### src/rtl/huffman_pkg.sv
// huffman_pkg: JPEG marker byte constants and the byte-stuffer state encoding.
package huffman_pkg;
  localparam logic [7:0] JPEG_MARKER_PREFIX = 8'hFF;
  localparam logic [7:0] JPEG_EOI = 8'hD9;
  localparam logic [7:0] JPEG_STUFF = 8'h00;
  typedef enum logic [2:0] {RUN, FLUSH, STUFF, EOI_FF, EOI_D9} stuffer_state_t;
endpackage

### src/rtl/jpeg_bit_accum.sv
// jpeg_bit_accum: MSB-first bit buffer with code append, byte extract and 1s padding
// of the partial top byte; bits below the fill level are always zero.
module jpeg_bit_accum #(
  parameter int CODE_W = 64,
  parameter int SIZE_W = 7
) (
  input  logic              clk,
  input  logic              rst_n,
  input  logic              append,
  input  logic [CODE_W-1:0] code,
  input  logic [SIZE_W-1:0] size,
  input  logic              extract,
  input  logic              pad,
  output logic [SIZE_W:0]   fill,
  output logic [7:0]        top
);
  localparam int BUF_W = CODE_W + 8;
  localparam int FILL_W = SIZE_W + 1;
  logic [BUF_W-1:0] bits_q, bits_d;
  logic [FILL_W-1:0] fill_q, fill_d, sh;
  logic [CODE_W-1:0] mask;
  assign mask = size == '0 ? '0 : {CODE_W{1'b1}} >> (SIZE_W'(CODE_W) - size);
  // Shift that lands the code's MSB just below the existing fill bits.
  assign sh = FILL_W'(BUF_W) - fill_q - FILL_W'(size);
  assign fill = fill_q;
  assign top = bits_q[BUF_W-1 -: 8];
  always_comb begin
    bits_d = append  ? bits_q | ({8'h00, code & mask} << sh)
           : pad     ? bits_q | {8'hFF >> fill_q[2:0], {CODE_W{1'b0}}}
           : extract ? bits_q << 8
           : bits_q;
    fill_d = append  ? fill_q + FILL_W'(size)
           : pad     ? FILL_W'(8)
           : extract ? fill_q - FILL_W'(8)
           : fill_q;
  end
  always_ff @(posedge clk or negedge rst_n)
    if (!rst_n) begin
      bits_q <= '0;
      fill_q <= '0;
    end else begin
      bits_q <= bits_d;
      fill_q <= fill_d;
    end
endmodule

### src/rtl/jpeg_byte_stuffer.sv
// jpeg_byte_stuffer: packs Huffman codes into a byte stream with 0xFF/0x00 stuffing and
// 1s padding at end of picture; define JPEG_EOI_MARKER_EN to append an FF D9 marker.
module jpeg_byte_stuffer #(
  parameter int CODE_W = 64,
  parameter int SIZE_W = 7
) (
  input  logic              clk,
  input  logic              rst_n,
  input  logic              in_valid,
  output logic              in_ready,
  input  logic [CODE_W-1:0] in_code,
  input  logic [SIZE_W-1:0] in_size,
  input  logic              in_eop,
  output logic              out_valid,
  input  logic              out_ready,
  output logic [7:0]        out_byte,
  output logic              out_last
);
  import huffman_pkg::*;
`ifdef JPEG_EOI_MARKER_EN
  localparam bit EOI_EN = 1'b1;
`else
  localparam bit EOI_EN = 1'b0;
`endif
  localparam int FILL_W = SIZE_W + 1;
  stuffer_state_t state_q, state_d, ret_q, ret_d;
  logic stuff_last_q, stuff_last_d, live_q;
  logic out_valid_q, out_valid_d, out_last_q, out_last_d;
  logic [7:0] out_byte_q, out_byte_d, top;
  logic [FILL_W-1:0] fill;
  logic accept, free, full, fin, extract, pad;
  assign full = |fill[FILL_W-1:3];
  assign fin = fill == FILL_W'(8);
  assign free = !out_valid_q || out_ready;
  // The next picture waits until the previous picture's last byte has left.
  assign in_ready = live_q && state_q == RUN && !full && !(out_valid_q && out_last_q);
  assign accept = in_valid && in_ready;
  assign out_valid = out_valid_q;
  assign out_byte = out_byte_q;
  assign out_last = out_last_q;
  jpeg_bit_accum #(.CODE_W(CODE_W), .SIZE_W(SIZE_W)) u_accum (
    .clk(clk), .rst_n(rst_n), .append(accept), .code(in_code), .size(in_size),
    .extract(extract), .pad(pad), .fill(fill), .top(top)
  );
  always_comb begin
    state_d = state_q;
    ret_d = ret_q;
    stuff_last_d = stuff_last_q;
    out_valid_d = out_valid_q && !out_ready;
    out_byte_d = out_byte_q;
    out_last_d = out_last_q;
    extract = 1'b0;
    pad = 1'b0;
    if (state_q == RUN && accept && in_eop) state_d = FLUSH;
    if (free) begin
      case (state_q)
        RUN, FLUSH: begin
          if (full) begin
            extract = 1'b1;
            out_valid_d = 1'b1;
            out_byte_d = top;
            out_last_d = state_q == FLUSH && fin && !EOI_EN && top != JPEG_MARKER_PREFIX;
            if (top == JPEG_MARKER_PREFIX) begin
              state_d = STUFF;
              stuff_last_d = state_q == FLUSH && fin && !EOI_EN;
              ret_d = state_q == RUN ? RUN : (!fin ? FLUSH : (EOI_EN ? EOI_FF : RUN));
            end else if (state_q == FLUSH && fin) state_d = EOI_EN ? EOI_FF : RUN;
          end else if (state_q == FLUSH) begin
`ifdef JPEG_EOI_MARKER_EN
            if (fill == '0) state_d = EOI_FF;
            else pad = 1'b1;
`else
            pad = 1'b1;
`endif
          end
        end
        STUFF: begin
          out_valid_d = 1'b1;
          out_byte_d = JPEG_STUFF;
          out_last_d = stuff_last_q;
          state_d = ret_q;
        end
`ifdef JPEG_EOI_MARKER_EN
        EOI_FF: begin
          out_valid_d = 1'b1;
          out_byte_d = JPEG_MARKER_PREFIX;
          out_last_d = 1'b0;
          state_d = EOI_D9;
        end
        EOI_D9: begin
          out_valid_d = 1'b1;
          out_byte_d = JPEG_EOI;
          out_last_d = 1'b1;
          state_d = RUN;
        end
`endif
        default: state_d = RUN;
      endcase
    end
  end
  always_ff @(posedge clk or negedge rst_n)
    if (!rst_n) begin
      state_q <= RUN;
      ret_q <= RUN;
      stuff_last_q <= 1'b0;
      live_q <= 1'b0;
      out_valid_q <= 1'b0;
      out_byte_q <= 8'h00;
      out_last_q <= 1'b0;
    end else begin
      state_q <= state_d;
      ret_q <= ret_d;
      stuff_last_q <= stuff_last_d;
      live_q <= 1'b1;
      out_valid_q <= out_valid_d;
      out_byte_q <= out_byte_d;
      out_last_q <= out_last_d;
    end
`ifdef __SIM__
  always @(posedge clk) if (rst_n && accept) assert (in_size <= SIZE_W'(CODE_W));
`endif
endmodule

### config.mk
export PLATFORM = sky130hd
export DESIGN_NAME = jpeg_byte_stuffer
export DESIGN_NICKNAME = d
export VERILOG_FILES = /design/src/rtl/huffman_pkg.sv /design/src/rtl/jpeg_bit_accum.sv /design/src/rtl/jpeg_byte_stuffer.sv
export SDC_FILE = /design/constraint.sdc
export NUM_CORES = 1
export LEC_CHECK = 0
export ABC_AREA = 1
export BUFFER_PORTS_ARGS = -buffer_cell sky130_fd_sc_hd__buf_2
export CELL_PAD_IN_SITES_DETAIL_PLACEMENT = 0
export CELL_PAD_IN_SITES_GLOBAL_PLACEMENT = 1
export CORE_AREA = 2 2 157 159
export CTS_CLUSTER_DIAMETER = 60
export DETAILED_ROUTE_END_ITERATION = 10
export DIE_AREA = 0 0 159 161
export MAX_ROUTING_LAYER = met4
export PLACE_DENSITY = 0.87
export SETUP_SLACK_MARGIN = 0.02
export SLEW_MARGIN = 20
export SYNTH_ARGS = -nofsm -noshare
export SYNTH_HDL_FRONTEND = slang
export SYNTH_SLANG_ARGS = --single-unit
### constraint.sdc
create_clock -name clk -period 6.7 [get_ports clk]
set_input_delay 0.335 -clock clk [delete_from_list [all_inputs] [get_ports clk]]
set_output_delay 0.335 -clock clk [all_outputs]
set_load 0.005 [all_outputs]
==> metrics.cfg <==
[final_layout]
diodes=0
num-fill-cells=2603
final_nets=1958
final_util=0.4862
drive_gt1_frac=0.08558
multiInputGateArea_sq_um=7232
seq_area_sq_um=2402
area_growth_pct=7.060

[clock_tree]
cts_sinks=96
clockBufferDepth=2
root_buffer=clkbuf_16
clock_latency_ps=370
cts_resized=0
cts_setup_buffers=0
postCtsHoldBufs=1
clk_pin_slew_worst_paths_ps=80
cts_inserted_buffers=9
cts_tree=yes
htree_levels=3

[synthesis]
synth-edff-count=0
netlist_area_sq_um=10880
yosys.area.top_type=nand3_1
synth.top_cell.area_share=0.2681
post_synth.cell_area_avg_sq_um=5.876
ys_seq_area_frac=0.2208
synth_seq_cells=96
netlist_instances=1852
yosys_warnings=0
async_flop_share=1.000
synth_area_leaders=nand3_1 27%, dfrtp_1 22%, nand2_1 15%
synth_fp_nets=1957
synth_ff_type=dfrtp_1
ys_types=50

[die]
rows=57
coreArea_sq_um=23960
die_x_um=159
dieArea_sq_um=25600
pin_count=87
die_h_um=161
start_util=0.4541

[timing]
period_minus_slack_ps=3863
slew_headroom=0.3322
setup_violations=0
max_freq_ghz=0.2589
tns_ps=0
rsz0062_at_grt=false
final_max_slew_viol_count=0
finalCritPeriodShare=0.5765
max_slew.worst_pin.slew_ps=1000
hold_viol_final=0
skew_ps=22.65

[global_route]
grt_usage=0.3727
antenna_found_initial=0
overflow=0
grt_max_degree=71
first_global_vias=13020
grt_first_pass_wirelength_um=72430

[place]
place_hpwl_um=34960
place_congestion=1.042
numPortBuffers=86

[worst_setup_path]
worst_setup_path_start_kind=flop
cp_common_cell=nand2_1
setup.worst_path.start=u_accum.fill[2]$_DFFE_PN0P_
arrival_ps=4120
r2r_start=u_accum.fill[2]$_DFFE_PN0P_
critPathMaxStageDelay_ps=710
critPathCaptureType=flop
critPathMaxFanout=55
r2r-end=u_accum.bits_q[66]$_DFFE_PN0P_
crit_type=reg2reg
slowest_stage=inv_2
required_ps=6960
ff2ff_path_depth=21
r2r_slack_ps=2840
path_cells=inv_1, ha_1, ha_1, a21oi_1, nand2_1, nand2_1, nand2_2, inv_2, nor2_1, inv_1, a21oi_1, nand2_1, nand2_1, nor2_1, nand2_1, nand2_1, nand2_1, nand2_1, nand2_1, nand2_1, nand2_1

[job]
maxCapViolCount=0

[routing]
vias=13360
drcViolationCount=0
wl_per_cell_um=21.09
drt_iter0_drc=1627
drt_first_pass_iters=6
ant_nets=0
vias_per_cell=6.121
drt_wl_total_um=46010

[worst_hold_path]
hold_path_class=in2reg
min_from=in_eop
hold_depth=5
whs_endpoint=state_q[0]$_DFF_PN0_

[outcome]
status=finished clean

-- worst max path at each step --
stage | endpoint | slack, ps | cells past startpoint
2_1_floorplan | u_accum.bits_q[58]$_DFFE_PN0P_ | 3730 | 13
3_3_place_gp | u_accum.bits_q[65]$_DFFE_PN0P_ | 2730 | 23
3_5_place_dp | u_accum.bits_q[65]$_DFFE_PN0P_ | 2770 | 23
4_1_cts | u_accum.bits_q[66]$_DFFE_PN0P_ | 2970 | 21
5_1_grt | u_accum.bits_q[66]$_DFFE_PN0P_ | 2480 | 21
6_report | u_accum.bits_q[66]$_DFFE_PN0P_ | 2840 | 21
-- cell usage after synthesis, types with 2 or more instances --
cell type,number
o21ai_1,10
buf_4,6
nand2_1,444
nand3_1,583
nor3_2,3
a22o_1,7
nand2_2,5
a31oi_1,2
o22ai_1,25
buf_2,27
clkbuf_1,48
o211ai_1,31
o311ai_0,2
nor2_4,7
or2_2,3
inv_2,4
buf_1,29
nand4_1,26
nand3b_1,2
xor2_1,5
nor3_1,8
a21oi_1,46
o21ai_0,65
inv_1,184
o221ai_1,2
ha_1,25
a21boi_0,2
o2111ai_1,2
o311ai_1,2
buf_6,7
nor2_1,108
a21boi_1,4
nor2_2,3
dfrtp_1,96
o31ai_1,11
fa_1,4
-- layout by cell type (no fill, tap or decap), types with 3 or more instances in the layout --
cell type	Yosys	routed
nand3_1	583	583
nand2_1	444	443
inv_1	184	181
nor2_1	108	108
dfrtp_1	96	96
buf_2	27	85
o21ai_0	65	65
a21oi_1	46	46
o211ai_1	31	31
nand4_1	26	26
o22ai_1	25	25
ha_1	25	23
buf_4	6	21
o31ai_1	11	11
o21ai_1	10	10
clkbuf_16	0	9
nor3_1	8	8
nor2_4	7	7
a22o_1	7	7
nand2_2	5	6
inv_2	4	5
xor2_1	5	5
a21boi_1	4	4
or2_2	3	3
nor3_2	3	3
nor2_2	3	3
fa_1	4	3
-- metrics by stage --
stage | hold WS, ps | instance area [sq um] | worst slack [ps] | instances
finish | 308.9 | 11650 | 2837 | 2182
global route | 323.0 | 11650 | 2483 | 2182
CTS | 297.6 | 11650 | 2974 | 2182
detailed placement | 293.2 | 11330 | 2766 | 2165
global placement | 288.7 | 11330 | 2735 | 2165
floorplan | 39.41 | 10880 | 3732 | 1852
-- cell families after synthesis --
family	after synthesis	share of synthesized area
and+or+nand+nor	1195	0.4974
DFF	96	0.2208
buffers and inverters	306	0.1156
muxes	1	0.001035
adders and majority gates	29	0.03610
xor gates and xnor gates	7	0.007359
AOI/OAI and AO/OA	217	0.1214
other	1	0.0003446
-- cell type report --
cell class,count,area share
clock buffer,9,0.01933
clock inverter,7,0.006981
inverter,189,0.06100
multi-input combinational,1450,0.6208
sequential,96,0.2062
tap,324,0.03480
timing repair buffer,107,0.05091
-- worst max-delay path: cells and delay by family, from the launching register on --
family,cells,cell delay (ps)
AND/OR/NAND/NOR,14,1190
buffers and inverters,3,1370
flip-flops,1,400
adder cells (fa/ha/maj),2,550
AO/OA/AOI/OAI,2,230
-- routing by layer --
layer  up-vias  track usage  wire, um
met5         -            -         0
met3       164      0.06754      3785
met1      6238       0.4521     18630
met4         0       0.1814      2553
li1       6268            -         -
met2       685       0.6016     21050
-- state kept, by name, summed over array words and instances (netlist names) --
| signal | flops |
|---|---|
| u_accum.bits_q | 72 |
| out_byte | 8 |
| u_accum.fill | 8 |
| state_q | 3 |
| live_q | 1 |
| out_last | 1 |
| out_valid | 1 |
| ret_q | 1 |
| stuff_last_q | 1 |
Power is left out: the tool's default activity adds up to more than one toggle a clock period on the data nets, which glitch-free logic cannot reach.
